**config.mk**
```make
export PLATFORM = sky130hd
export DESIGN_NAME = lcd_nibble_tx
export DESIGN_NICKNAME = d
export VERILOG_FILES = /design/src/rtl/lcd_pkg.sv /design/src/rtl/lcd_nibble_tx.sv
export SDC_FILE = /design/constraint.sdc
export NUM_CORES = 1
export LEC_CHECK = 0
export ABC_AREA = 1
export BUFFER_PORTS_ARGS = -buffer_cell sky130_fd_sc_hd__buf_2
export CORE_UTILIZATION = 60
export CTS_CLUSTER_DIAMETER = 100
export CTS_CLUSTER_SIZE = 20
export DETAILED_ROUTE_END_ITERATION = 6
export PLACE_DENSITY = 0.8
export SLEW_MARGIN = 10
export SYNTH_ARGS = -nofsm -noshare
export SYNTH_HDL_FRONTEND = slang
export SYNTH_SLANG_ARGS = --single-unit
export TNS_END_PERCENT = 50
```
**constraint.sdc**
```tcl
create_clock -name clk -period 2.9 [get_ports clk]
set_input_delay 0.58 -clock clk [delete_from_list [all_inputs] [get_ports clk]]
set_output_delay 0.58 -clock clk [all_outputs]
set_load 0.05 [all_outputs]
```
**src/rtl/lcd_pkg.sv**
```systemverilog
// Shared definitions for the Spartan-3 starter-kit character LCD path:
// transmitter state encoding and default 50 MHz timing constants.
package lcd_pkg;

   typedef enum logic [3:0] {
      ST_IDLE    = 4'd0,
      ST_SETUP_H = 4'd1,
      ST_EN_H    = 4'd2,
      ST_HOLD_H  = 4'd3,
      ST_GAP     = 4'd4,
      ST_SETUP_L = 4'd5,
      ST_EN_L    = 4'd6,
      ST_HOLD_L  = 4'd7,
      ST_WAIT    = 4'd8
   } lcd_state_t;

   localparam int unsigned T_SETUP      = 2;       // 40 ns
   localparam int unsigned T_EN         = 12;      // 240 ns
   localparam int unsigned T_HOLD       = 1;
   localparam int unsigned T_GAP        = 50;      // 1 us
   localparam int unsigned T_CMD        = 2000;    // 40 us
   localparam int unsigned T_PWRON      = 750000;  // 15 ms
   localparam int unsigned T_INIT_SHORT = 205000;  // 4.1 ms
   localparam int unsigned T_INIT_TINY  = 5000;    // 100 us

endpackage

```
**src/rtl/lcd_nibble_tx.sv**
```systemverilog
// 4-bit HD44780 write transmitter: sends one byte (or one upper nibble) per
// accepted start with setup / enable / hold / gap / command-wait timing.
module lcd_nibble_tx #(
   parameter int unsigned T_SETUP = lcd_pkg::T_SETUP,
   parameter int unsigned T_EN    = lcd_pkg::T_EN,
   parameter int unsigned T_HOLD  = lcd_pkg::T_HOLD,
   parameter int unsigned T_GAP   = lcd_pkg::T_GAP,
   parameter int unsigned T_CMD   = lcd_pkg::T_CMD,
   parameter int unsigned CNT_W   = 12
) (
   input  logic       clk,
   input  logic       reset,
   input  logic       start,
   input  logic [7:0] din,
   input  logic       rs_in,
   input  logic       nibble_only,
   output logic       busy,
   output logic       done,
   output logic [3:0] SF_D,
   output logic       LCD_E,
   output logic       LCD_RS,
   output logic       LCD_RW
);
   import lcd_pkg::*;

   localparam logic [CNT_W-1:0] SETUP_LAST = CNT_W'(T_SETUP - 1);
   localparam logic [CNT_W-1:0] EN_LAST    = CNT_W'(T_EN - 1);
   localparam logic [CNT_W-1:0] HOLD_LAST  = CNT_W'(T_HOLD - 1);
   localparam logic [CNT_W-1:0] GAP_LAST   = CNT_W'(T_GAP - 1);
   localparam logic [CNT_W-1:0] CMD_LAST   = CNT_W'(T_CMD - 1);

   lcd_state_t       state;
   logic [CNT_W-1:0] cnt;
   logic [3:0]       lo_q;
   logic             nib_q;

   always_ff @(posedge clk) begin
      LCD_RW <= 1'b0;
      if (!reset) begin
         state  <= ST_IDLE;
         cnt    <= '0;
         busy   <= 1'b0;
         done   <= 1'b0;
         SF_D   <= '0;
         LCD_E  <= 1'b0;
         LCD_RS <= 1'b0;
         lo_q   <= '0;
         nib_q  <= 1'b0;
      end else begin
         done <= 1'b0;
         cnt  <= cnt + 1'b1;
         unique case (state)
            ST_IDLE: begin
               cnt <= '0;
               if (start) begin
                  state  <= ST_SETUP_H;
                  busy   <= 1'b1;
                  SF_D   <= din[7:4];
                  LCD_RS <= rs_in;
                  lo_q   <= din[3:0];
                  nib_q  <= nibble_only;
               end
            end
            ST_SETUP_H: if (cnt == SETUP_LAST) begin
               state <= ST_EN_H;
               cnt   <= '0;
               LCD_E <= 1'b1;
            end
            ST_EN_H: if (cnt == EN_LAST) begin
               state <= ST_HOLD_H;
               cnt   <= '0;
               LCD_E <= 1'b0;
            end
            // init writes skip the lower nibble and go straight to the wait
            ST_HOLD_H: if (cnt == HOLD_LAST) begin
               state <= nib_q ? ST_WAIT : ST_GAP;
               cnt   <= '0;
            end
            ST_GAP: if (cnt == GAP_LAST) begin
               state <= ST_SETUP_L;
               cnt   <= '0;
               SF_D  <= lo_q;
            end
            ST_SETUP_L: if (cnt == SETUP_LAST) begin
               state <= ST_EN_L;
               cnt   <= '0;
               LCD_E <= 1'b1;
            end
            ST_EN_L: if (cnt == EN_LAST) begin
               state <= ST_HOLD_L;
               cnt   <= '0;
               LCD_E <= 1'b0;
            end
            ST_HOLD_L: if (cnt == HOLD_LAST) begin
               state <= ST_WAIT;
               cnt   <= '0;
            end
            ST_WAIT: if (cnt == CMD_LAST) begin
               state <= ST_IDLE;
               cnt   <= '0;
               busy  <= 1'b0;
               done  <= 1'b1;
            end
            default: begin
               state <= ST_IDLE;
               cnt   <= '0;
               busy  <= 1'b0;
               LCD_E <= 1'b0;
            end
         endcase
      end
   end

endmodule
```
# Word level (Yosys, flattened, before mapping)
# Index checks and enable logic that the tools add are counted.
dict set report word_totals {
  register_bits 29
  latchBits 0
  ramBits 0
  mem_bits_ro 0
  word_cells 76
  mem_count 0
}
dict set report op_classes {
  addsub 1
  multipliers 0
  div_mod_pow 0
  magnitude_cmp 0
  eq_ne 23
  shifts 0
  mux 27
  n_bitwise 2
  reduce_logical 14
}
# cell count
set ops {}
lappend ops {{two-way mux 12 bit} 5}
lappend ops {{one-hot mux 12 bit (5 select lines)} 1}
lappend ops {{two-way mux 4 bit} 12}
lappend ops {{one-hot mux 4 bit (9 select lines)} 1}
lappend ops {{inequality test 2 bit (second input constant)} 9}
lappend ops {{equality test 4 x 3 -> 1 bit (second input constant)} 4}
lappend ops {{adder 12 x 1 -> 12 bit (second input constant)} 1}
lappend ops {{equality test 12 x 1 -> 1 bit (second input constant)} 1}
lappend ops {{equality test 12 x 11 -> 1 bit (second input constant)} 1}
lappend ops {{equality test 12 x 4 -> 1 bit (second input constant)} 1}
lappend ops {{equality test 12 x 6 -> 1 bit (second input constant)} 1}
lappend ops {{logical NOT 12 bit} 1}
lappend ops {{AND reduction 3 bit} 3}
lappend ops {{AND reduction 9 bit} 1}
lappend ops {{equality test 4 x 2 -> 1 bit (second input constant)} 2}
lappend ops {{one-hot mux 4 bit (2 select lines)} 1}
lappend ops {{OR reduction 7 bit} 1}
lappend ops {{one-hot mux 1 bit (3 select lines)} 2}
lappend ops {{OR reduction 2 bit} 3}
lappend ops {{two-way mux 1 bit} 5}
lappend ops {{OR reduction 5 bit} 1}
lappend ops {{equality test 4 x 1 -> 1 bit (second input constant)} 1}
lappend ops {{equality test 4 bit (second input constant)} 1}
lappend ops {{logical NOT 4 bit} 1}
lappend ops {{other kinds (4)} 7}

# Logic depth before layout (Yosys ltp)
# Gate-level depths: netlist of run 1.
dict set report logic_depth {
  depth_word 4
  ltp_mapped 12
}

# Least setup slack after synthesis of run 1
# OpenSTA, ideal clock, no wires.
dict set report synth_path {
  kind {input port to flip-flop}
  start {input reset}
  end {register cnt[0]}
  setup_time_ns 0.062
  arrival_ns 1.516
  required_time_ns 2.838
  path_slack_ns 1.322
  cell_stages 6
  path_cell_list {clkbuf_1 > clkinv_1 > a21oi_2 > nand2_4 > buf_12 > nor2_2}
}
# element line_no
set synth_lines {}
lappend synth_lines {{from (decl)} lcd_nibble_tx.sv:12} ;# input logic reset,
lappend synth_lines {{to (signal assigned)} lcd_nibble_tx.sv:51} ;# cnt <= cnt + 1'b1;
lappend synth_lines {{to (decl)} lcd_nibble_tx.sv:33} ;# logic [CNT_W-1:0] cnt;

# Worst setup path after layout of run 1
dict set report layout_path {
  start {register cnt[0]}
  end {register state[1]}
}
dict set report layout_between {
  elab_chain_len 3
  word_cells_on_any_way 14
}
# element line_no
set layout_lines {}
lappend layout_lines {{equality test 12 x 1 -> 1 bit, or another cell as far along} {lcd_nibble_tx.sv:64, lcd_nibble_tx.sv:84}}
lappend layout_lines {{inequality test 2 bit (no line)} --}
lappend layout_lines {{AND reduction 9 bit (no line) *} --}
lappend layout_lines {{to (signal assigned)} lcd_nibble_tx.sv:76} ;# state <= nib_q ? ST_WAIT : ST_GAP;
lappend layout_lines {{to (decl)} lcd_nibble_tx.sv:32} ;# lcd_state_t state;
# Mark *: on every way between the ends. The rest lies on a longest branch, timed or not.
# A chain may end at the register's enable or synchronous reset.

==> results.py, run 1 <==
metrics = {
    "status": {
        "outcome": "finished clean",
    },
    "setup_path": {
        "r2r_start": "cnt[0]",
        "worstPathArrival_ns": 2.02,
        "critPathKind": "reg -> reg",
        "end_kind": "register",
        "start_kind": "register",
        "crit_chain": "ha_1 > nand2_1 > nor2_4 > nand3_2 > nand2_2 > nand2_2 > nor2_4 > nand2_2 > nand2_1 > nand2_1 > nor2_1",
        "path_buf_inv": 0,
        "cp.required_ns": 3.16,
        "crit_family": "simple AND/OR/NAND/NOR gates",
        "critPathMaxFanout": 5,
        "slowest_delay_ns": 0.42,
        "cpMaxStageDelayCell": "dfxtp_1",
        "startpoint": "cnt[0]",
    },
    "global_routing": {
        "grt-ovfl-total": 0,
        "grt_start_max_net_pins": 18,
        "grt_use_total_pct": 25.1,
        "grt_pass1_vias": 1216,
        "grt_pass1_wl_um": 5070,
        "antenna_found_initial": 0,
    },
    "timing": {
        "timing.hold.ws_ns": 0.457,
        "timing.fmax_ghz": 0.569,
        "setup_ws_ns": 1.14,
        "fin_tns_setup_ns": 0,
        "hold_violations": 0,
        "rsz0062_at_grt": "false",
        "fin_crit_sh_pct": 60.6,
        "finalSetupViolCount": 0,
        "drv_slew": 0,
        "skew_ns": 0.00681,
        "fin_crit_ns": 1.76,
    },
    "yosys": {
        "ys_ff_latch": 29,
        "yosysSeqAreaShare_pct": 36.7,
        "yosys.cell_types.count": 30,
        "yosys.area.top_type": "dfxtp_1",
        "synthArstFlopShare_pct": 0,
        "syn_area_um2": 1580,
        "synthTopCellsByArea": "dfxtp_1 (37%), nand2_1 (8.6%), nor2_2 (5.9%), nor2_1 (5.7%), nand3_1 (5.4%)",
        "syn_area_per_cell_um2": 7.25,
        "synth_fp_nets": 234,
        "synthCells": 218,
        "synth.top_cell.area_share_pct": 36.7,
        "synth_flop_cell": "dfxtp_1",
        "ys_warn_count": 0,
        "synth_edf_count": 0,
    },
    "power_and_ir_drop": {
        "pwr-share-seq_pct": 34.8,
        "ir_drop_uv": 832,
        "p_switching_uw": 611,
        "p_leak_nw": 0.783,
        "cellPowerDensity_nw_per_um2": 829,
        "p_sw_share_pct": 41.7,
        "share_comb_of_total_power_pct": 41.4,
        "p_int_uw": 853,
        "p_clk_share_pct": 23.8,
    },
    "layout": {
        "final_design_area_no_fill_um2": 1770,
        "diodes": 0,
        "drive_gt1_share_pct": 28.1,
        "syn2layout_area_growth_pct": 11.8,
        "nFillCells": 227,
        "final_net_count": 257,
    },
    "flow_run": {
        "cap_violations": 0,
    },
    "route": {
        "wl_per_cell_um": 11.4,
        "drcViolationCount": 0,
        "detail-route-antenna-nets": 0,
        "via_per_inst": 5.10,
        "drt_pass1_iterations": 4,
        "dr_total_vias": 1388,
        "routed_wl_um": 3090,
        "drt_iter0_drc": 60,
    },
    "clock_network": {
        "clk_latency_ns": 0.33,
        "cts_made_buffers": 5,
        "clkSinkCount": 29,
        "cts_tree": "built",
        "hold_buffers": 0,
        "max-clock-path-buffers": 2,
        "cts_setup_buffers": 0,
        "cts_resized": 0,
        "cts_root_buf": "clkbuf_4",
        "cts_max_level": 2,
        "clk_pin_slew_ns": 0.09,
    },
    "die": {
        "coreArea_um2": 2480,
        "die_y_um": 53.3,
        "row_count": 18,
        "ioPinCount": 22,
        "die_w_um": 53.3,
        "start_util_pct": 63.8,
        "die_area_um2": 2840,
    },
    "hold_path": {
        "hold_path_class": "reg -> reg",
        "min_from": "lo_q[2]",
    },
    "placed_design": {
        "pre_cts_ws_ns": 1.23,
        "gp_congestion": 0.854,
        "port_buffers": 20,
        "dp_hpwl_um": 2290,
        "placed_area_um2": 1680,
    },
}
[stage by stage]
step           cells  util, %  power, mW
5_1_grt          272     71.3       1.57
2_1_floorplan    218        -       1.03
4_1_cts          272     71.3       1.46
6_report         272     71.3       1.46
3_5_place_dp     264     67.9       1.11
3_3_place_gp     264     67.9       1.11
[final timing paths]
path / end / slack [ns] / depth (start not counted)
max: state[1] / 1.14 / 11
min: lo_q[2] / 0.46 / 2
max reg2reg: state[1] / 1.14 / 11
min reg2reg: lo_q[2] / 0.46 / 2
[flip-flops by register name, summed over array words and instances, names as in the netlist]
register / cells
cnt: 12
done: 1
LCD_E: 1
nib_q: 1
lo_q: 4
LCD_RS: 1
state: 4
busy: 1
SF_D: 4
[power by group through the flow]
stage	clock (mW)	sequential, mW	combinational (mW)
floorplan	0	0.588	0.439
global placement	0	0.518	0.591
detailed placement	0	0.518	0.596
CTS	0.348	0.509	0.606
global route	0.370	0.518	0.678
finish	0.348	0.509	0.606
[cells in the mapped netlist (2+ instances only)]
master	count
a21oi_1	16
a21oi_2	2
dfxtp_1	29
ha_1	3
inv_1	19
inv_2	9
nand2_1	36
nand2_2	8
nand3_1	17
nand4_1	3
nor2_1	24
nor2_2	15
nor2_4	3
nor3_1	2
o21ai_0	10
xnor2_1	2
xor2_1	7
[worst min-delay path, delay by kind of cell (launching register included)]
family,cells,cell delay [ns]
flip-flops,1,0.31
buffers and inverters,1,0.05
AO/OA/AOI/OAI,1,0.05
[cells by family (layout without fill, tap and decap cells)]
group,count (synthesis),in the layout,share of synthesized area [%]
other,1,1,0.237
adders and majority gates,3,3,2.38
DFF,29,29,36.7
and+or+nand+nor,112,112,35.7
buffers and inverters,33,57,9.18
AOI/OAI and AO/OA,31,31,10.8
xor gates and xnor gates,9,9,4.99
[layout by cell type (no fill, tap or decap), drive strengths merged]
| cell type | instances |
|---|---|
| nand3b | 1 |
| buf | 20 |
| nor3 | 2 |
| xor2 | 7 |
| a21oi | 18 |
| a31oi | 1 |
| dfxtp | 29 |
| inv | 28 |
| nor2 | 42 |
| nand2 | 45 |
| conb | 1 |
| bufinv | 1 |
| clkbuf | 7 |
| a211oi | 1 |
| ha | 3 |
| xnor2 | 2 |
| o21ai | 11 |
| nand3 | 18 |
| and2 | 1 |
| clkinv | 1 |
| nand4 | 3 |
[metal layers]
| metal | vias up | wire, µm | track usage (%) |
|---|---|---|---|
| li1 | 733 | - | - |
| met1 | 601 | 1460 | 33.8 |
| met2 | 46 | 1370 | 36.3 |
| met3 | 8 | 210 | 8.62 |
| met4 | 0 | 55 | 9.21 |
| met5 | - | 0 | 0 |
[final cells by class]
| type | count | area [µm²] | share of cell area [%] |
|---|---|---|---|
| flip-flops and latches | 29 | 581 | 32.9 |
| multi-input cells | 156 | 855 | 48.4 |
| inverters | 29 | 109 | 6.16 |
| clock inverters | 1 | 30.0 | 1.70 |
| clock buffers | 7 | 55.1 | 3.12 |
| well taps | 30 | 37.5 | 2.12 |
| repair buffers | 20 | 100 | 5.67 |
No activity file was read; power rests on OpenSTA's default activity.
==> run 2: changes to the inputs <==
- CORE_UTILIZATION: 60 -> 56
- PLACE_DENSITY: 0.8 -> 0.75
- clock period: 2.9 -> 1.8 ns (I/O delays scaled with it)
==> results.py, run 2 (same netlist as run 1, synthesis figures left out) <==
metrics = {
    "hold_path": {
        "hold_path_class": "in -> reg",
        "min_from": "rs_in",
    },
    "die": {
        "die_w_um": 55.1,
        "row_count": 18,
        "coreArea_um2": 2570,
        "start_util_pct": 61.5,
        "die_area_um2": 3040,
        "die_y_um": 55.1,
        "ioPinCount": 22,
    },
    "clock_network": {
        "clk_latency_ns": 0.34,
        "clk_pin_slew_ns": 0.10,
        "cts_max_level": 2,
        "cts_made_buffers": 5,
        "cts_tree": "built",
        "clkSinkCount": 29,
        "max-clock-path-buffers": 2,
        "cts_root_buf": "clkbuf_4",
        "hold_buffers": 0,
    },
    "layout": {
        "drive_gt1_share_pct": 30.5,
        "final_net_count": 261,
        "diodes": 0,
        "syn2layout_area_growth_pct": 15.5,
        "final_design_area_no_fill_um2": 1830,
        "final_common_cell": "nand2_1",
        "final_cell_mix": "nand2_1 (36), dfxtp_1 (28), nor2_1 (24)",
        "largest_reg_flops": 12,
        "regMostFlops": "cnt",
    },
    "global_routing": {
        "grt_pass1_wl_um": 5120,
        "antenna_found_initial": 0,
        "grt_start_max_net_pins": 12,
        "grt_pass1_vias": 1198,
        "grt_use_total_pct": 25.1,
        "grt-ovfl-total": 0,
    },
    "setup_path": {
        "end_kind": "register",
        "crit_family": "simple AND/OR/NAND/NOR gates",
        "cpMaxStageDelayCell": "dfxtp_1",
        "worstPathArrival_ns": 1.91,
        "critPathKind": "reg -> reg",
        "slowest_delay_ns": 0.38,
        "start_kind": "register",
        "startpoint": "cnt[1]",
        "critPathMaxFanout": 5,
        "cpMostUsedCell": "nand2_1",
        "crit_chain": "ha_2 > nand2_1 > nor2_4 > nand3_2 > nand2_4 > nand2_2 > nor2_4 > nand2_2 > nand2_1 > nand2_1 > nor2_1",
        "r2r_slack_ns": 0.17,
        "cp.required_ns": 2.08,
        "r2r_start": "cnt[1]",
        "path_buf_inv": 0,
    },
    "route": {
        "dr_total_vias": 1426,
        "wl_per_cell_um": 11.9,
        "drt_iter0_drc": 30,
        "drt_pass1_iterations": 4,
        "via_per_inst": 5.17,
        "routed_wl_um": 3280,
        "drcViolationCount": 0,
        "detail-route-antenna-nets": 0,
    },
    "timing": {
        "rsz0062_at_grt": "false",
        "drv_slew": 0,
        "timing.fmax_ghz": 0.615,
        "fin_crit_ns": 1.63,
        "skew_ns": 0.00620,
        "fin_tns_setup_ns": 0,
        "fin_crit_sh_pct": 90.4,
        "finalSetupViolCount": 0,
        "hold_violations": 0,
    },
    "power_and_ir_drop": {
        "ir_drop_uv": 1400,
        "cellPowerDensity_nw_per_um2": 1370,
        "p_leak_nw": 0.810,
    },
    "placed_design": {
        "dp_hpwl_um": 2430,
        "placed_area_um2": 1700,
        "port_buffers": 20,
        "gp_congestion": 0.855,
    },
    "flow_run": {
        "cap_violations": 0,
    },
    "status": {
        "outcome": "finished clean",
    },
}
[run 2: metal layers]
metal  up-vias  global-route usage [%]  share of wire [%]
met5         -                       0                  0
met4         0                    10.4                1.7
met3         8                    8.20                5.4
met2        36                    40.6                 47
met1       642                    30.3                 46
li1        740                       -                  -
[run 2: report_power, final]
part / leakage, nW / internal, mW / switching, mW / total [mW]
sequential: 0.237 / 0.751 / 0.0781 / 0.829
combinational: 0.518 / 0.319 / 0.692 / 1.01
clock: 0.0552 / 0.430 / 0.237 / 0.667
[run 2: worst reg2reg max path, cell delays in order (launching register included)]
cell     delay, ns
dfxtp_1       0.38
ha_2          0.22
nand2_1       0.09
nor2_4        0.18
nand3_2       0.13
nand2_4       0.10
nand2_2       0.07
nor2_4        0.12
nand2_2       0.09
nand2_1       0.06
nand2_1       0.05
nor2_1        0.07
[run 2: layout make-up]
| class | count | area (µm²) |
|---|---|---|
| Multi-Input combinational cell | 156 | 862 |
| Fill cell | 218 | 742 |
| Sequential cell | 29 | 584 |
| Timing Repair Buffer | 24 | 130 |
| Inverter | 29 | 109 |
| Clock inverter | 3 | 65.1 |
| Clock buffer | 5 | 37.5 |
| Tap cell | 30 | 37.5 |
[run 2: worst paths after layout]
check / endpoint / cells past startpoint
worst max register to register: state[2] / 11
worst min register to register: lo_q[2] / 2
worst min-delay path: LCD_RS / 3
worst max-delay path: state[2] / 11
[run 2: repair_timing]
| action | CTS | global route |
|---|---|---|
| buffers inserted | 0 | 1 |
| endpoints found under the setup margin | 0 | 5 |
| resized for setup | 0 | 4 |
[run 2: through the flow]
step / utilization [%] / instances / power (mW) / worst slack (ns) / hold slack (ns)
2_1_floorplan: - / 218 / 1.65 / 0.298 / 0.425
3_3_place_gp: 66.4 / 267 / 1.80 / 0.216 / 0.431
6_report: 71.1 / 276 / 2.51 / 0.174 / 0.293
4_1_cts: 70.4 / 275 / 2.51 / 0.0905 / 0.285
3_5_place_dp: 66.4 / 267 / 1.83 / 0.138 / 0.442
5_1_grt: 71.1 / 276 / 2.66 / 0.00300 / 0.288
==> run 3: changes to the inputs <==
- BUFFER_PORTS_ARGS: -buffer_cell sky130_fd_sc_hd__buf_2 -> -buffer_cell sky130_fd_sc_hd__buf_4
- CORE_ASPECT_RATIO: not set -> 0.6
- SLEW_MARGIN: 10 -> 20
==> results.py, run 3 (same netlist as run 1, synthesis figures left out) <==
metrics = {
    "timing": {
        "rsz0062_at_grt": "false",
        "hold_violations": 0,
        "skew_ns": 0.00382,
        "drv_slew": 0,
        "finalSetupViolCount": 0,
        "timing.hold.ws_ns": 0.365,
        "fin_crit_ns": 1.66,
        "fin_tns_setup_ns": 0,
        "timing.fmax_ghz": 0.603,
        "fin_crit_sh_pct": 92.2,
        "setup_ws_ns": 0.141,
    },
    "global_routing": {
        "grt-ovfl-total": 0,
        "grt_pass1_wl_um": 5980,
        "grt_use_total_pct": 26.4,
        "antenna_found_initial": 0,
        "grt_pass1_vias": 1302,
        "grt_start_max_net_pins": 18,
    },
    "route": {
        "via_per_inst": 5.31,
        "drt_iter0_drc": 134,
        "routed_wl_um": 3640,
        "dr_total_vias": 1460,
        "wl_per_cell_um": 13.2,
        "drcViolationCount": 4,
        "drt_pass1_iterations": 6,
        "detail-route-antenna-nets": 0,
    },
    "placed_design": {
        "placed_area_um2": 1740,
        "port_buffers": 20,
        "gp_congestion": 0.841,
        "pre_cts_ws_ns": 0.104,
        "dp_hpwl_um": 2740,
        "dpl.cell_count": 267,
    },
    "setup_path": {
        "end_kind": "register",
        "critPathMaxFanout": 11,
        "critPathKind": "reg -> reg",
        "start_kind": "register",
        "worstPathArrival_ns": 1.83,
        "cp.required_ns": 1.97,
    },
    "layout": {
        "nFillCells": 209,
        "regMostFlops": "cnt",
        "drive_gt1_share_pct": 29.6,
        "final_design_area_no_fill_um2": 1860,
        "stdcell_count": 275,
        "final_common_cell": "nand2_1",
        "largest_reg_flops": 12,
        "finalCoreUtilization_pct": 71.9,
        "diodes": 0,
        "final_net_count": 258,
        "seqCellArea_um2": 582,
        "multi_input_area_um2": 860,
        "syn2layout_area_growth_pct": 18.0,
        "final_cell_mix": "nand2_1 (35), dfxtp_1 (28), nor2_1 (24)",
    },
    "die": {
        "row_count": 14,
        "coreArea_um2": 2590,
        "die_y_um": 43.1,
        "die_w_um": 70.6,
        "start_util_pct": 61.0,
        "ioPinCount": 22,
        "die_area_um2": 3050,
    },
    "clock_network": {
        "clk_latency_ns": 0.28,
        "hold_buffers": 0,
        "cts_made_buffers": 5,
        "max-clock-path-buffers": 2,
        "clkSinkCount": 29,
        "clk_pin_slew_ns": 0.06,
        "cts_root_buf": "clkbuf_8",
        "cts_max_level": 2,
        "cts_resized": 0,
        "cts_tree": "built",
        "cts_setup_buffers": 0,
    },
    "hold_path": {
        "hold_path_class": "in -> reg",
    },
    "status": {
        "outcome": "finished, violations left",
        "violations": "DRC",
    },
    "flow_run": {
        "cap_violations": 0,
    },
    "power_and_ir_drop": {
        "p_leak_nw": 0.809,
        "cellPowerDensity_nw_per_um2": 1380,
        "total_power_mw": 2.57,
        "ir_drop_uv": 1100,
    },
}
[run 3: cell count changes in the layout (fill, tap and decap cells not counted), moves of 2 or more]
cell      before  now
buf_2         20    0
buf_4          4   21
clkbuf_8       0    6
clkbuf_4       5    0
nand2_2        7    9
[run 3: worst paths after layout]
kind                              start       to  slack, ns  depth (start not counted)
worst max-delay path             cnt[9]   cnt[2]       0.14                          9
worst min-delay path             din[3]  lo_q[3]       0.36                          3
worst max register to register   cnt[9]   cnt[2]       0.14                          9
worst min register to register  lo_q[1]  lo_q[1]       0.44                          2
[run 3: layout make-up]
type                       count  share of cell area (%)
inverter                      29                    5.84
clock buffer                   7                    4.63
tap                           32                    2.15
multi-input combinational    156                    46.1
timing repair buffer          21                    8.46
clock inverter                 1                    1.61
sequential                    29                    31.2
[run 3: metal layers]
metal	routed length [µm]	GRT usage, %	vias up
met2	1600	39.0	49
li1	-	-	731
met1	1720	34.7	670
met5	0	0	-
met4	61	9.20	0
met3	257	10.9	10
[run 3: where the power goes]
part	switching, mW	internal [mW]
clock network	0.247	0.451
logic	0.714	0.328
registers	0.0786	0.749
[run 3: worst max-delay path, cell delays in order (launching register included)]
cell	delay, ns
dfxtp_1	0.34
nor2_1	0.15
and2_1	0.24
nand2_1	0.09
nand2_2	0.10
nand2_2	0.07
nor2_4	0.18
nand3b_4	0.12
nand2_4	0.19
nor2_1	0.07
